File: config.mk
export PLATFORM = sky130hd
export DESIGN_NAME = product_fifo
export DESIGN_NICKNAME = d
export VERILOG_FILES = /design/src/rtl/product_fifo_pkg.sv /design/src/rtl/product_fifo_mem.sv /design/src/rtl/product_fifo.sv
export SDC_FILE = /design/constraint.sdc
export NUM_CORES = 1
export LEC_CHECK = 0
export ABC_AREA = 1
export CORE_MARGIN = 3
export CORE_UTILIZATION = 54
export DETAILED_ROUTE_END_ITERATION = 7
export PLACE_DENSITY_LB_ADDON = 0.2
export SLEW_MARGIN = 20
export SYNTH_ARGS = -nofsm -noshare
export SYNTH_HDL_FRONTEND = slang
export SYNTH_SLANG_ARGS = --single-unit
File: constraint.sdc
create_clock -name clk -period 3.3 [get_ports clk]
set_input_delay 0.33 -clock clk [delete_from_list [all_inputs] [get_ports clk]]
set_output_delay 0.33 -clock clk [all_outputs]
set_load 0.02 [all_outputs]
File: src/rtl/product_fifo_pkg.sv
// Shared constants and pointer sizing for the multiplier product FIFO.
package product_fifo_pkg;

    localparam int PROD_W    = 32;
    localparam int DEF_DEPTH = 4;

    // One extra pointer bit tells full apart from empty when the address bits match.
    function automatic int ptr_w(input int depth);
        return $clog2(depth) + 1;
    endfunction

    typedef logic [ptr_w(DEF_DEPTH)-1:0] ptr_t;

endpackage

File: src/rtl/product_fifo_mem.sv
// DEPTH x WIDTH storage: one synchronous write port and one asynchronous read port.
// The storage has no reset. Entries are only read once they have been written.
module product_fifo_mem #(
    parameter int WIDTH = 32,
    parameter int DEPTH = 4
) (
    input  logic                     clk,
    input  logic                     i_we,
    input  logic [$clog2(DEPTH)-1:0] i_waddr,
    input  logic [WIDTH-1:0]         i_wdata,
    input  logic [$clog2(DEPTH)-1:0] i_raddr,
    output logic [WIDTH-1:0]         o_rdata
);

    logic [WIDTH-1:0] r_mem [DEPTH];

    always_ff @(posedge clk) begin
        if (i_we)
            r_mem[i_waddr] <= i_wdata;
    end

    assign o_rdata = r_mem[i_raddr];

endmodule

File: src/rtl/product_fifo.sv
// First-word fall-through buffer for products from the approximate multiplier.
// Optional occupancy port is enabled by defining PRODUCT_FIFO_COUNT_EN.
module product_fifo
    import product_fifo_pkg::*;
#(
    parameter int WIDTH = PROD_W,
    parameter int DEPTH = DEF_DEPTH
) (
    input  logic                   clk,
    input  logic                   rst,
    input  logic                   in_valid,
    input  logic [WIDTH-1:0]       in_data,
    output logic                   in_ready,
    output logic                   out_valid,
    output logic [WIDTH-1:0]       out_data,
    input  logic                   out_ready,
    output logic                   overflow
`ifdef PRODUCT_FIFO_COUNT_EN
    ,
    output logic [$clog2(DEPTH):0] count
`endif
);

    localparam int PW = ptr_w(DEPTH);
    localparam int AW = PW - 1;

    logic [PW-1:0] r_wr_ptr;
    logic [PW-1:0] r_rd_ptr;
    logic          r_overflow;
    logic          w_empty;
    logic          w_full;
    logic          w_push;
    logic          w_pop;

    // Flags come only from registered pointers, so in_* never reaches out_* combinationally.
    assign w_empty = (r_wr_ptr == r_rd_ptr);
    assign w_full  = (r_wr_ptr[PW-1] != r_rd_ptr[PW-1]) &&
                     (r_wr_ptr[AW-1:0] == r_rd_ptr[AW-1:0]);
    assign w_push  = in_valid & ~w_full;
    assign w_pop   = out_ready & ~w_empty;

    assign in_ready  = ~w_full;
    assign out_valid = ~w_empty;
    assign overflow  = r_overflow;

    always_ff @(posedge clk) begin
        if (rst) begin
            r_wr_ptr   <= '0;
            r_rd_ptr   <= '0;
            r_overflow <= 1'b0;
        end else begin
            if (w_push)
                r_wr_ptr <= r_wr_ptr + 1'b1;
            if (w_pop)
                r_rd_ptr <= r_rd_ptr + 1'b1;
            if (in_valid && w_full)
                r_overflow <= 1'b1;
        end
    end

    product_fifo_mem #(
        .WIDTH (WIDTH),
        .DEPTH (DEPTH)
    ) u_mem (
        .clk     (clk),
        .i_we    (w_push),
        .i_waddr (r_wr_ptr[AW-1:0]),
        .i_wdata (in_data),
        .i_raddr (r_rd_ptr[AW-1:0]),
        .o_rdata (out_data)
    );

`ifdef PRODUCT_FIFO_COUNT_EN
    logic [PW-1:0] r_count;

    always_ff @(posedge clk) begin
        if (rst)
            r_count <= '0;
        else if (w_push && !w_pop)
            r_count <= r_count + 1'b1;
        else if (w_pop && !w_push)
            r_count <= r_count - 1'b1;
    end

    assign count = r_count;
`endif

endmodule

After elaboration in Yosys (flattened, before gate mapping)

Memory sizes are Yosys's and may differ from the RTL's. A register that Yosys moved wholly into a read port is not among the register bits.
Cells that the tools add are included.

Bitwise gates (word level): 4
Equal/unequal tests: 3
Muxes and demuxes: 4
Add/sub/neg operators: 2
Reduce and logical (&&, ||, !) cells: 2

Operator list:

| cell                                         | number |
|---|---|
| adder 3 x 1 -> 3 bit (second input constant) | 2 |
| two-way mux 2 bit                            | 2 |
| equality test 3 bit                          | 1 |
| bitwise AND 1 bit                            | 2 |
| equality test 2 bit                          | 1 |
| logical AND 1 bit                            | 2 |
| two-way mux 1 bit                            | 2 |
| inverter 1 bit                               | 2 |
| != test 1 bit                                | 1 |

Memories: 1
Word-level logic and storage cells: 19
Output and inout bits: 35
Bits in registers: 7
Bits in writable memories: 128

Memories:

| memory      | words | width | rd ports | clocked after memory_dff | wr ports | RTL line               | text |
|---|---|---|---|---|---|---|---|
| u_mem.r_mem | 4     | 32    | 1        | 1                        | 1        | product_fifo_mem.sv:15 | `logic [WIDTH-1:0] r_mem [DEPTH];` |

Depth between registers and ports, before layout

Gate-level depths: netlist of run 1.

Word-level depth: 6
Gate-level depth with buffers: 7
Gate-level depth less buffers: 7

Modules after synthesis

A second synthesis of run 1 with hierarchy kept.

Cell total of the unflattened synthesis: 574
Area total of the unflattened synthesis: 5890.6 um2

Modules (own cells, without submodules):

| module           | instances | sequential area each (um2) | area an instance (um2) | cells each |
|---|---|---|---|---|
| product_fifo_mem | 1         | 3843.7                     | 5437.7                 | 509 |
| product_fifo     | 1         | 140.1                      | 452.9                  | 65 |

Worst setup path before layout of run 1

OpenSTA, ideal clock, no wires.

Kind: reg2reg
From: register r_wr_ptr[0]
To: memory u_mem.r_mem[1][0] (enable)
Clock period less this slack: 2661 ps
Stages on the path, launching flop included: 7
Setup slack: 639 ps
Path buffers: 0
Arrival time: 2240 ps
Path through: dfxtp_1 inv_1 nand2_1 nand2_2 nand3_4 nand2_1 nor2_1

Word-level cells in the longest chain between the ends: 6

RTL lines:

| what                                    | RTL line               | text |
|---|---|---|
| from (decl)                             | product_fifo.sv:27     | `logic [PW-1:0] r_wr_ptr;` |
| from (signal assigned)                  | product_fifo.sv:53     | `r_wr_ptr <= r_wr_ptr + 1'b1;` |
| equality test 2 bit                     | product_fifo.sv:38     | `(r_wr_ptr[AW-1:0] == r_rd_ptr[AW-1:0]);` |
| logical AND 1 bit                       | product_fifo.sv:37     | `assign w_full = (r_wr_ptr[PW-1] != r_rd_ptr[PW-1]) &&` |
| inverter 1 bit                          | -                      |  |
| named net in_ready                      | product_fifo.sv:13     | `output logic in_ready,` |
| bitwise AND 1 bit                       | product_fifo.sv:39     | `assign w_push = in_valid & ~w_full;` |
| two-way mux 1 bit                       | product_fifo_mem.sv:18 | `if (i_we)` |
| two-way mux 1 bit (not written as such) | product_fifo_mem.sv:19 | `r_mem[i_waddr] <= i_wdata;` |
| to (decl)                               | product_fifo_mem.sv:15 |  |

The timed path passes the listed nets, and every way through them passes these cells.

==> results of run 1 <==
-- sequential cells by signal, summed over array words and instances (netlist names), named ones only --
| name | flops |
|---|---|
| u_mem.r_mem | 128 |
| r_rd_ptr | 3 |
| r_wr_ptr | 3 |
| overflow | 1 |
-- cell type report --
class | count | area [sq um]
tap | 129 | 161
clock buffer | 18 | 418
multi-input combinational | 213 | 1080
clock inverter | 14 | 220
inverter | 18 | 70.1
timing repair buffer | 77 | 778
fill | 632 | 2580
sequential | 137 | 4030
-- placed cells by master (no fill, tap or decap), types with 2 or more instances in the layout --
master,synthesis,layout
a21oi_1,7,7
buf_12,0,2
buf_4,0,5
bufinv_16,0,5
clkbuf_16,0,16
clkdlybuf4s50_1,0,70
clkinv_4,0,4
dfxtp_1,9,8
edfxtp_1,128,128
ha_1,5,5
inv_1,16,16
inv_6,0,3
nand2_1,20,20
nand2_2,2,2
nand3_1,6,6
nand3_4,2,2
nor2_1,74,71
nor2_4,0,3
o21ai_0,60,60
o21ai_1,4,4
o22ai_1,32,32
-- stage by stage --
stage | util (%) | area [sq um] | hold WS [ns] | total power, mW | worst slack, ns
5_1_grt | 72.4 | 6750 | 0.391 | 5.01 | 0.00545
6_report | 72.4 | 6750 | 0.371 | 4.81 | 0.218
2_1_floorplan | - | 5240 | 0.399 | 2.48 | 0.639
3_5_place_dp | 65.5 | 6110 | 0.447 | 2.84 | 0.809
4_1_cts | 72.4 | 6750 | 0.358 | 4.84 | 0.184
3_3_place_gp | 65.5 | 6110 | 0.436 | 2.82 | 0.854
-- power by group through the flow --
stage / Sequential (mW) / Clock, mW / Combinational [mW]
final: 2.03 / 2.00 / 0.775
after floorplan: 2.05 / 0 / 0.432
after CTS: 2.03 / 2.03 / 0.783
after global routing: 2.04 / 2.13 / 0.841
after detailed placement: 2.07 / 0 / 0.770
after global placement: 2.06 / 0 / 0.759
-- worst max path at each step --
| stage | start | to | slack, ns | depth (start not counted) |
|---|---|---|---|---|
| 6_report | register | out_data[21] | 0.22 | 4 |
| 5_1_grt | register | out_data[30] | 0.005 | 4 |
| 4_1_cts | register | out_data[30] | 0.18 | 4 |
| 3_5_place_dp | register | out_data[17] | 0.81 | 4 |
| 3_3_place_gp | register | out_data[17] | 0.85 | 4 |
| 2_1_floorplan | r_wr_ptr[0] | u_mem.r_mem[1][0] | 0.64 | 6 |
-- worst register-to-register path: stages (launching register included) --
cell and delay [ns]:
dfxtp_1 0.44, inv_1 0.11, nand2_1 0.09, nand2_2 0.09
nand3_4 0.12, nand2_1 0.19, nor2_4 0.49, buf_4 0.37
-- cell usage after synthesis (all sizes together) --
master | count | area share (%)
edfxtp | 128 | 73
nand2 | 22 | 1.7
nand3 | 8 | 1.2
o21ai | 64 | 6.1
ha | 5 | 1.2
buf | 11 | 1.2
dfxtp | 9 | 3.4
nor2 | 74 | 5.3
a21oi | 7 | 0.67
nand4 | 1 | 0.12
o22ai | 32 | 3.8
inv | 18 | 1.3
clkbuf | 8 | 0.60
-- kinds of logic after synthesis --
family / synth area share, %
AOI/OAI and AO/OA: 10.6
and+or+nand+nor: 8.33
DFF: 76.8
adders and majority gates: 1.19
buffers and inverters: 3.10
-- per-layer routing --
| metal | global-route usage, % | share of wire [%] | up-vias |
|---|---|---|---|
| li1 | - | - | 1579 |
| met1 | 26.0 | 41 | 1605 |
| met2 | 33.4 | 50 | 135 |
| met3 | 6.08 | 7.9 | 14 |
| met4 | 7.31 | 1.4 | 0 |
| met5 | 0 | 0 | - |
==> reports/metrics.cfg, run 1 <==
[timing]
final-hold-violation-count=0
period_needed_ns=3.08
skew_ns=0.00826
setup-tns-final_ns=0
setup_viol=0
slew_viol_final=0
worst_pin_slew_ns=0.670
relSlewSlack_pct=55.3
rsz0062_at_grt=false
max_freq_mhz=324
fin_crit_sh_pct=93.4

[flow_run]
cap_violations=0

[cts]
cts_tree=built
ctsResizeCount=0
clk_latency_ns=0.51
clock_path_buffers=2
root_buffer=clkbuf_8
htree_levels=4
cts_setup_buffers=0
clk_pin_slew_ns=0.06
numCtsBuffers=17
cts_hold_buf=0
cts.sinks=137

[setup_path]
reg2reg_depth=7
required_ns=2.97
cp.arrival_ns=2.75
worst-r2r-setup-slack_ns=1.06
r2r_start=r_wr_ptr[0]
cp_top_family=buffers and inverters
cp.buffers_inverters=2
max_stage_delay_ns=0.71
path_max_fanout=34
crit_type=register to output pin
end_kind=output pin
path_cells=buf_4 > o21ai_0 > o22ai_1 > clkdlybuf4s50_1
cpMaxStageDelayCell=dfxtp_2
r2r-end=u_mem.r_mem[2][17]
start_kind=register

[power_and_ir_drop]
p_switching_mw=1.19
combPwrFrac_pct=16.1
p_seq_share_pct=42.2
intPower_mw=3.62
cellPowerDensity_nw_per_um2=713
swShare_pct=24.8
clock_power_share_pct=41.7
vdd_drop_max_v=0.000432
p_leak_nw=2.34

[global_routing]
grt-ovfl-total=0
grtUsageTotal_pct=20.4
grt_pass1_wl_microns=17000
grt_max_degree=65
antenna_found_initial=0
grt_pass1_vias=3343

[status]
status=completed

[die]
fp.dieW_microns=105
die_y_microns=105
rows=35
floorplan.initialDensity_pct=56.2
ios=71
die_area_sq_um=10900
coreArea_sq_um=9330

[yosys]
ys_ff_latch=137
synth.distinct_cells=20
seq_area_frac_synth_pct=76.8
postSynthCellCount=387
syn_area_per_cell_sq_um=13.5
synth_fp_nets=428
syn-cell-area_sq_um=5240
synth_warnings=0

[route]
drt-total-wl_microns=10500
via_count=3333
first_pass_iters=4
drt_iter0_drc=221
via_per_inst=5.50
wl_per_cell_microns=17.3
drc=0
antenna_left=0

[final_layout]
stdcell_count=606
nets=505
area_growth_syn_to_layout_pct=28.8
insertedDiodeCount=0
drive_above_1_share_pct=9.85

[min_path]
min-delay-start=rst
hold_class=input port to register
worstHoldPathCells=2
hold-path-endpoint=overflow

[place]
routabilityCongestion=0.747
dp_cells=574
port_buffers=70
place_hpwl_microns=5880

Power figures use the tool's default switching activity.
==> run 2, diff against run 1 <==
--- a/config.mk
+++ b/config.mk
@@ -7,10 +7,11 @@
 export LEC_CHECK = 0
 export ABC_AREA = 1
 export CORE_MARGIN = 3
-export CORE_UTILIZATION = 54
+export CORE_UTILIZATION = 49
 export DETAILED_ROUTE_END_ITERATION = 7
 export PLACE_DENSITY_LB_ADDON = 0.2
 export SLEW_MARGIN = 20
 export SYNTH_ARGS = -nofsm -noshare
 export SYNTH_HDL_FRONTEND = slang
 export SYNTH_SLANG_ARGS = --single-unit
+export TNS_END_PERCENT = 30
==> constraint.sdc (replaced) <==
create_clock -name clk -period 2.6 [get_ports clk]
set_input_delay 0.26 -clock clk [delete_from_list [all_inputs] [get_ports clk]]
set_output_delay 0.26 -clock clk [all_outputs]
set_load 0.02 [all_outputs]
==> run 2 against run 1 <==
- worst setup slack got worse by 0.092 ns
- global-route usage decreased by 1.6 points
- critical path depth increased by 1
- clock skew decreased by 0.0016 ns
- register-to-register slack got worse by 0.34 ns
- wire length increased by 1.9%
==> reports/metrics.cfg, run 2 (same netlist as run 1, synthesis figures left out) <==
[status]
status=completed

[die]
floorplan.initialDensity_pct=50.5  ; -5.6 points
die_area_sq_um=12000  ; +9.6%
coreArea_sq_um=10400  ; +11%
ios=71  ; unchanged
fp.dieW_microns=109  ; +4.7%
rows=37  ; +5.7%
die_y_microns=109  ; +4.7%

[route]
drc=0  ; unchanged
drt_iter0_drc=185  ; -16%
antenna_left=0  ; unchanged
via_per_inst=5.30  ; -3.6%
drt-total-wl_microns=10700  ; +1.9%
wl_per_cell_microns=17.3  ; -0.25%
first_pass_iters=4  ; unchanged
via_count=3281  ; -1.6%

[cts]
cts_tree=built
clock_path_buffers=2  ; unchanged
htree_levels=4  ; unchanged
numCtsBuffers=17  ; unchanged
cts_setup_buffers=0  ; unchanged
root_buffer=clkbuf_8
cts_hold_buf=0  ; unchanged
clk_pin_slew_ns=0.06  ; about the same
clk_latency_ns=0.51  ; about the same
cts.sinks=137  ; unchanged

[timing]
whs_ns=0.319  ; -0.0521 ns
slew_viol_final=0  ; unchanged
setup_ws_ns=0.126  ; -0.0920 ns
max_freq_mhz=404
rsz0062_at_grt=false
period_needed_ns=2.47
skew_ns=0.00662  ; -0.00164 ns
worst_pin_slew_ns=0.320  ; -0.350 ns
fin_crit_sh_pct=95.2
relSlewSlack_pct=78.7  ; +23 points
final-hold-violation-count=0  ; unchanged
setup_viol=0  ; unchanged

[power_and_ir_drop]
vdd_drop_max_v=0.000585  ; +35%
clock_power_share_pct=38.6  ; -3.1 points
combPwrFrac_pct=17.5  ; +1.4 points
intPower_mw=4.31  ; +19%
cellPowerDensity_nw_per_um2=864  ; +21%
p_seq_share_pct=43.9  ; +1.7 points
p_leak_nw=2.37  ; +1.2%
p_switching_mw=1.52  ; +28%
swShare_pct=26.1  ; +1.3 points

[place]
dp_slack_ns=0.541  ; -0.269 ns
port_buffers=70  ; unchanged
placed_cell_area_sq_um=6170  ; +1.0%
routabilityCongestion=0.750  ; +0.52%
place_hpwl_microns=6410  ; +9.1%

[final_layout]
insertedDiodeCount=0  ; unchanged
design_area_sq_um=6750  ; about the same
nets=512  ; +1.4%
drive_above_1_share_pct=11.6  ; +1.7 points
largestRegisters=u_mem.r_mem x128, r_rd_ptr x3, r_wr_ptr x3
utilization_pct=65.1  ; -7.2 points
largest_register_ffs=128  ; unchanged
area_growth_syn_to_layout_pct=28.8  ; about the same
largest_register=u_mem.r_mem
layout_commonest_cell=edfxtp_1
layout_common_cells=edfxtp_1 (128), nor2_1 (71), clkdlybuf4s50_1 (65)

[global_routing]
grtUsageTotal_pct=18.8  ; -1.6 points
grt_pass1_vias=3228  ; -3.4%
grt-ovfl-total=0  ; unchanged
grt_pass1_wl_microns=16600  ; -2.4%
grt_busiest_layer=met2
antenna_found_initial=0  ; unchanged
met3_usage_pct=5.46  ; -0.62 points
grtUsageMet1_pct=25.1  ; -0.96 points
grt_max_degree=65  ; unchanged
use_met2_pct=29.4  ; -4.0 points

[setup_path]
cp.arrival_ns=2.21  ; -0.54 ns
end_kind=output pin
start_kind=register
crit_type=register to output pin
required_ns=2.34  ; -0.63 ns
path_max_fanout=28  ; -18%

[min_path]
hold_class=input port to register

[flow_run]
cap_violations=0  ; unchanged

-- run 2: repair_timing --
action / CTS / global route
gates resized for setup: 2 / 6
gates cloned: 0 / 0
hold endpoints to repair: 0 / 0
setup endpoints to repair: 2 / 11
-- run 2: worst paths after layout --
check	start	to	slack, ns	cells past startpoint
max	register	out_data[6]	0.13	5
min	rst	overflow	0.32	2
max reg2reg	r_wr_ptr[0]	u_mem.r_mem[1][0]	0.72	7
min reg2reg	overflow	overflow	0.45	2
-- run 2: final cells by class --
class,instances,area [sq um]
tap,136,170
multi-input combinational,213,1080
inverter,18,72.6
timing repair buffer,84,843
sequential,137,4030
clock inverter,14,150
fill,794,3620
clock buffer,17,414
-- run 2: metrics by stage --
step	instances	power, mW	TNS [ns]
floorplan	387	3.15	-5.84
global placement	588	3.62	0
detailed placement	588	3.64	0
CTS	619	5.90	0
global route	619	6.08	0
finish	619	5.84	0
-- run 2: metal layers --
layer / vias up / part of all wire, % / wire length [microns]
li1: 1592 / - / -
met1: 1593 / 43 / 4650
met2: 90 / 50 / 5360
met3: 6 / 5.9 / 631
met4: 0 / 0.65 / 70
met5: - / 0 / 0
-- run 2: power by group through the flow --
stage | registers [mW] | clock network [mW] | logic [mW]
final | 2.56 | 2.25 | 1.02
after global routing | 2.57 | 2.40 | 1.11
after CTS | 2.56 | 2.30 | 1.04
after detailed placement | 2.60 | 0 | 1.03
after global placement | 2.60 | 0 | 1.02
after floorplan | 2.60 | 0 | 0.548
-- run 2: critical path: stages, from the launching register on --
cell and delay (ns):
dfxtp_2 0.35, inv_6 0.19, buf_4 0.26, o21ai_0 0.13, o22ai_1 0.15, clkdlybuf4s50_1 0.63
==> run 3, diff against run 2 <==
--- a/config.mk
+++ b/config.mk
@@ -7,9 +7,10 @@
 export LEC_CHECK = 0
 export ABC_AREA = 1
 export CORE_MARGIN = 3
-export CORE_UTILIZATION = 49
+export CORE_UTILIZATION = 35
 export DETAILED_ROUTE_END_ITERATION = 7
 export PLACE_DENSITY_LB_ADDON = 0.2
+export REMOVE_ABC_BUFFERS = 1
 export SLEW_MARGIN = 20
 export SYNTH_ARGS = -nofsm -noshare
 export SYNTH_HDL_FRONTEND = slang
==> run 3 against run 2 <==
- cell count is 7.4% higher
- worst hold slack improved by 0.10 ns
- fmax increased by 1.0%
- wire length increased by 3.9%
- largest cell class unchanged
- register-to-register slack got worse by 0.09 ns
- highest routed layer unchanged
- via count is 0.82% lower
- combinational power is essentially flat
- non-clock buffer count decreased by 3
- worst setup slack better by 0.025 ns
- total power rose by 5.0%
- utilization shrank 18 points
- clock power rose by 12%
==> reports/metrics.cfg, run 3 (same netlist as run 1, synthesis figures left out) <==
[route]
antenna_left=0  ; unchanged
drt_iter0_drc=217  ; +17%
first_pass_iters=4  ; unchanged
via_count=3254  ; -0.82%
drt-total-wl_microns=11100  ; +3.9%
drc=0  ; unchanged
wl_per_cell_microns=16.7  ; -3.3%
via_per_inst=4.89  ; -7.7%

[place]
dp_slack_ns=0.423  ; -0.118 ns
routabilityCongestion=0.775  ; +3.2%
placed_cell_area_sq_um=6250  ; +1.2%
dp_cells=633  ; +7.7%
place_hpwl_microns=6470  ; +0.99%
port_buffers=70  ; unchanged

[final_layout]
area_growth_syn_to_layout_pct=31.3
nets=509  ; -0.59%
layout_common_cells=edfxtp_1 (128), nor2_1 (71), clkdlybuf4s50_1 (70)
design_area_sq_um=6880  ; +1.9%
largest_register=u_mem.r_mem
stdcell_count=665  ; +7.4%
largestRegisters=u_mem.r_mem x128, r_rd_ptr x3, r_wr_ptr x3
insertedDiodeCount=0  ; unchanged
layout_commonest_cell=edfxtp_1
largest_register_ffs=128  ; unchanged
drive_above_1_share_pct=10.4  ; -1.2 points

[power_and_ir_drop]
p_leak_nw=2.36  ; -0.39%
cellPowerDensity_nw_per_um2=890  ; +3.0%
total_power_mw=6.13  ; +5.0%
vdd_drop_max_v=0.000467  ; -20%

[global_routing]
grt_max_degree=65  ; unchanged
grtUsageMet1_pct=18.8  ; -6.3 points
use_met2_pct=22.1  ; -7.3 points
grt_busiest_layer=met2
antenna_found_initial=0  ; unchanged
grt_pass1_wl_microns=17700  ; +6.4%
grt_pass1_vias=3296  ; +2.1%
grt-ovfl-total=0  ; unchanged
met3_usage_pct=5.23  ; -0.23 points
grtUsageTotal_pct=14.1  ; -4.7 points

[cts]
clock_path_buffers=2  ; unchanged
numCtsBuffers=17  ; unchanged
clk_pin_slew_ns=0.05  ; about the same
cts_tree=built
root_buffer=clkbuf_16
clk_latency_ns=0.40  ; -0.11 ns
htree_levels=4  ; unchanged
cts.sinks=137  ; unchanged
cts_hold_buf=0  ; unchanged

[timing]
skew_ns=0.00689  ; +0.000262 ns
relSlewSlack_pct=61.5  ; -17 points
final-hold-violation-count=0  ; unchanged
period_needed_ns=2.45  ; -0.0246 ns
slew_viol_final=0  ; unchanged
worst_pin_slew_ns=0.574  ; +0.254 ns
max_freq_mhz=408  ; +1.0%
setup_viol=0  ; unchanged
fin_crit_sh_pct=94.2  ; -0.95 points
setup_ws_ns=0.150  ; +0.0246 ns
rsz0062_at_grt=false
whs_ns=0.419  ; +0.101 ns

[die]
die_y_microns=128  ; +17%
ios=71  ; unchanged
die_area_sq_um=16500  ; +38%
rows=44  ; +19%
floorplan.initialDensity_pct=35.9  ; -15 points
coreArea_sq_um=14600  ; +41%
fp.dieW_microns=128  ; +17%

[setup_path]
crit_type=register to output pin
cp.arrival_ns=2.19  ; -0.02 ns
cpMaxStageDelayCell=clkdlybuf4s50_1
start_kind=register
reg2reg_depth=7  ; unchanged
end_kind=output pin
required_ns=2.34  ; about the same
cp_top_family=buffers and inverters
path_cells=buf_4 > o21ai_0 > o22ai_1 > clkdlybuf4s50_1
max_stage_delay_ns=0.66  ; +0.03 ns
cp.buffers_inverters=2  ; -1
path_max_fanout=32  ; +14%
r2r_start=r_wr_ptr[0]
cp.depth=4  ; -1

[flow_run]
cap_violations=0  ; unchanged

[status]
status=completed

[min_path]
hold_class=input port to register
min-delay-start=rst
worstHoldPathCells=2  ; unchanged

run 3: worst paths after layout:
check,end,slack (ns)
setup reg to reg,u_mem.r_mem[3][6],0.63
hold / removal,overflow,0.42
hold reg to reg,overflow,0.45
setup / recovery,out_data[12],0.15
run 3: where the power goes:
group	internal [mW]	switching, mW
Clock	1.68	0.849
Sequential	2.53	0.0330
Combinational	0.425	0.611
Total	4.64	1.49
run 3: layout make-up:
cell class	count	area, sq um
fill	1288	7710
sequential	137	4030
multi-input combinational	213	1080
timing repair buffer	81	846
clock buffer	17	425
tap	184	230
clock inverter	15	206
inverter	18	72.6
run 3: per-layer routing:
metal	wire length, microns	up-vias
met5	0	-
met4	88	0
met3	679	8
li1	-	1583
met2	5200	68
met1	5160	1595
run 3: repair_timing:
item                                   in CTS  in global routing
resized for setup                           0                  1
setup endpoints to repair                   0                  7
endpoints found under the hold margin       0                  0
setup buffers                               0                  0
run 3: metrics by stage:
stage	TNS [ns]	util (%)
3_3_place_gp	0	42.8
2_1_floorplan	-5.84	-
3_5_place_dp	0	42.8
6_report	0	47.2
4_1_cts	0	47.2
5_1_grt	0	47.2
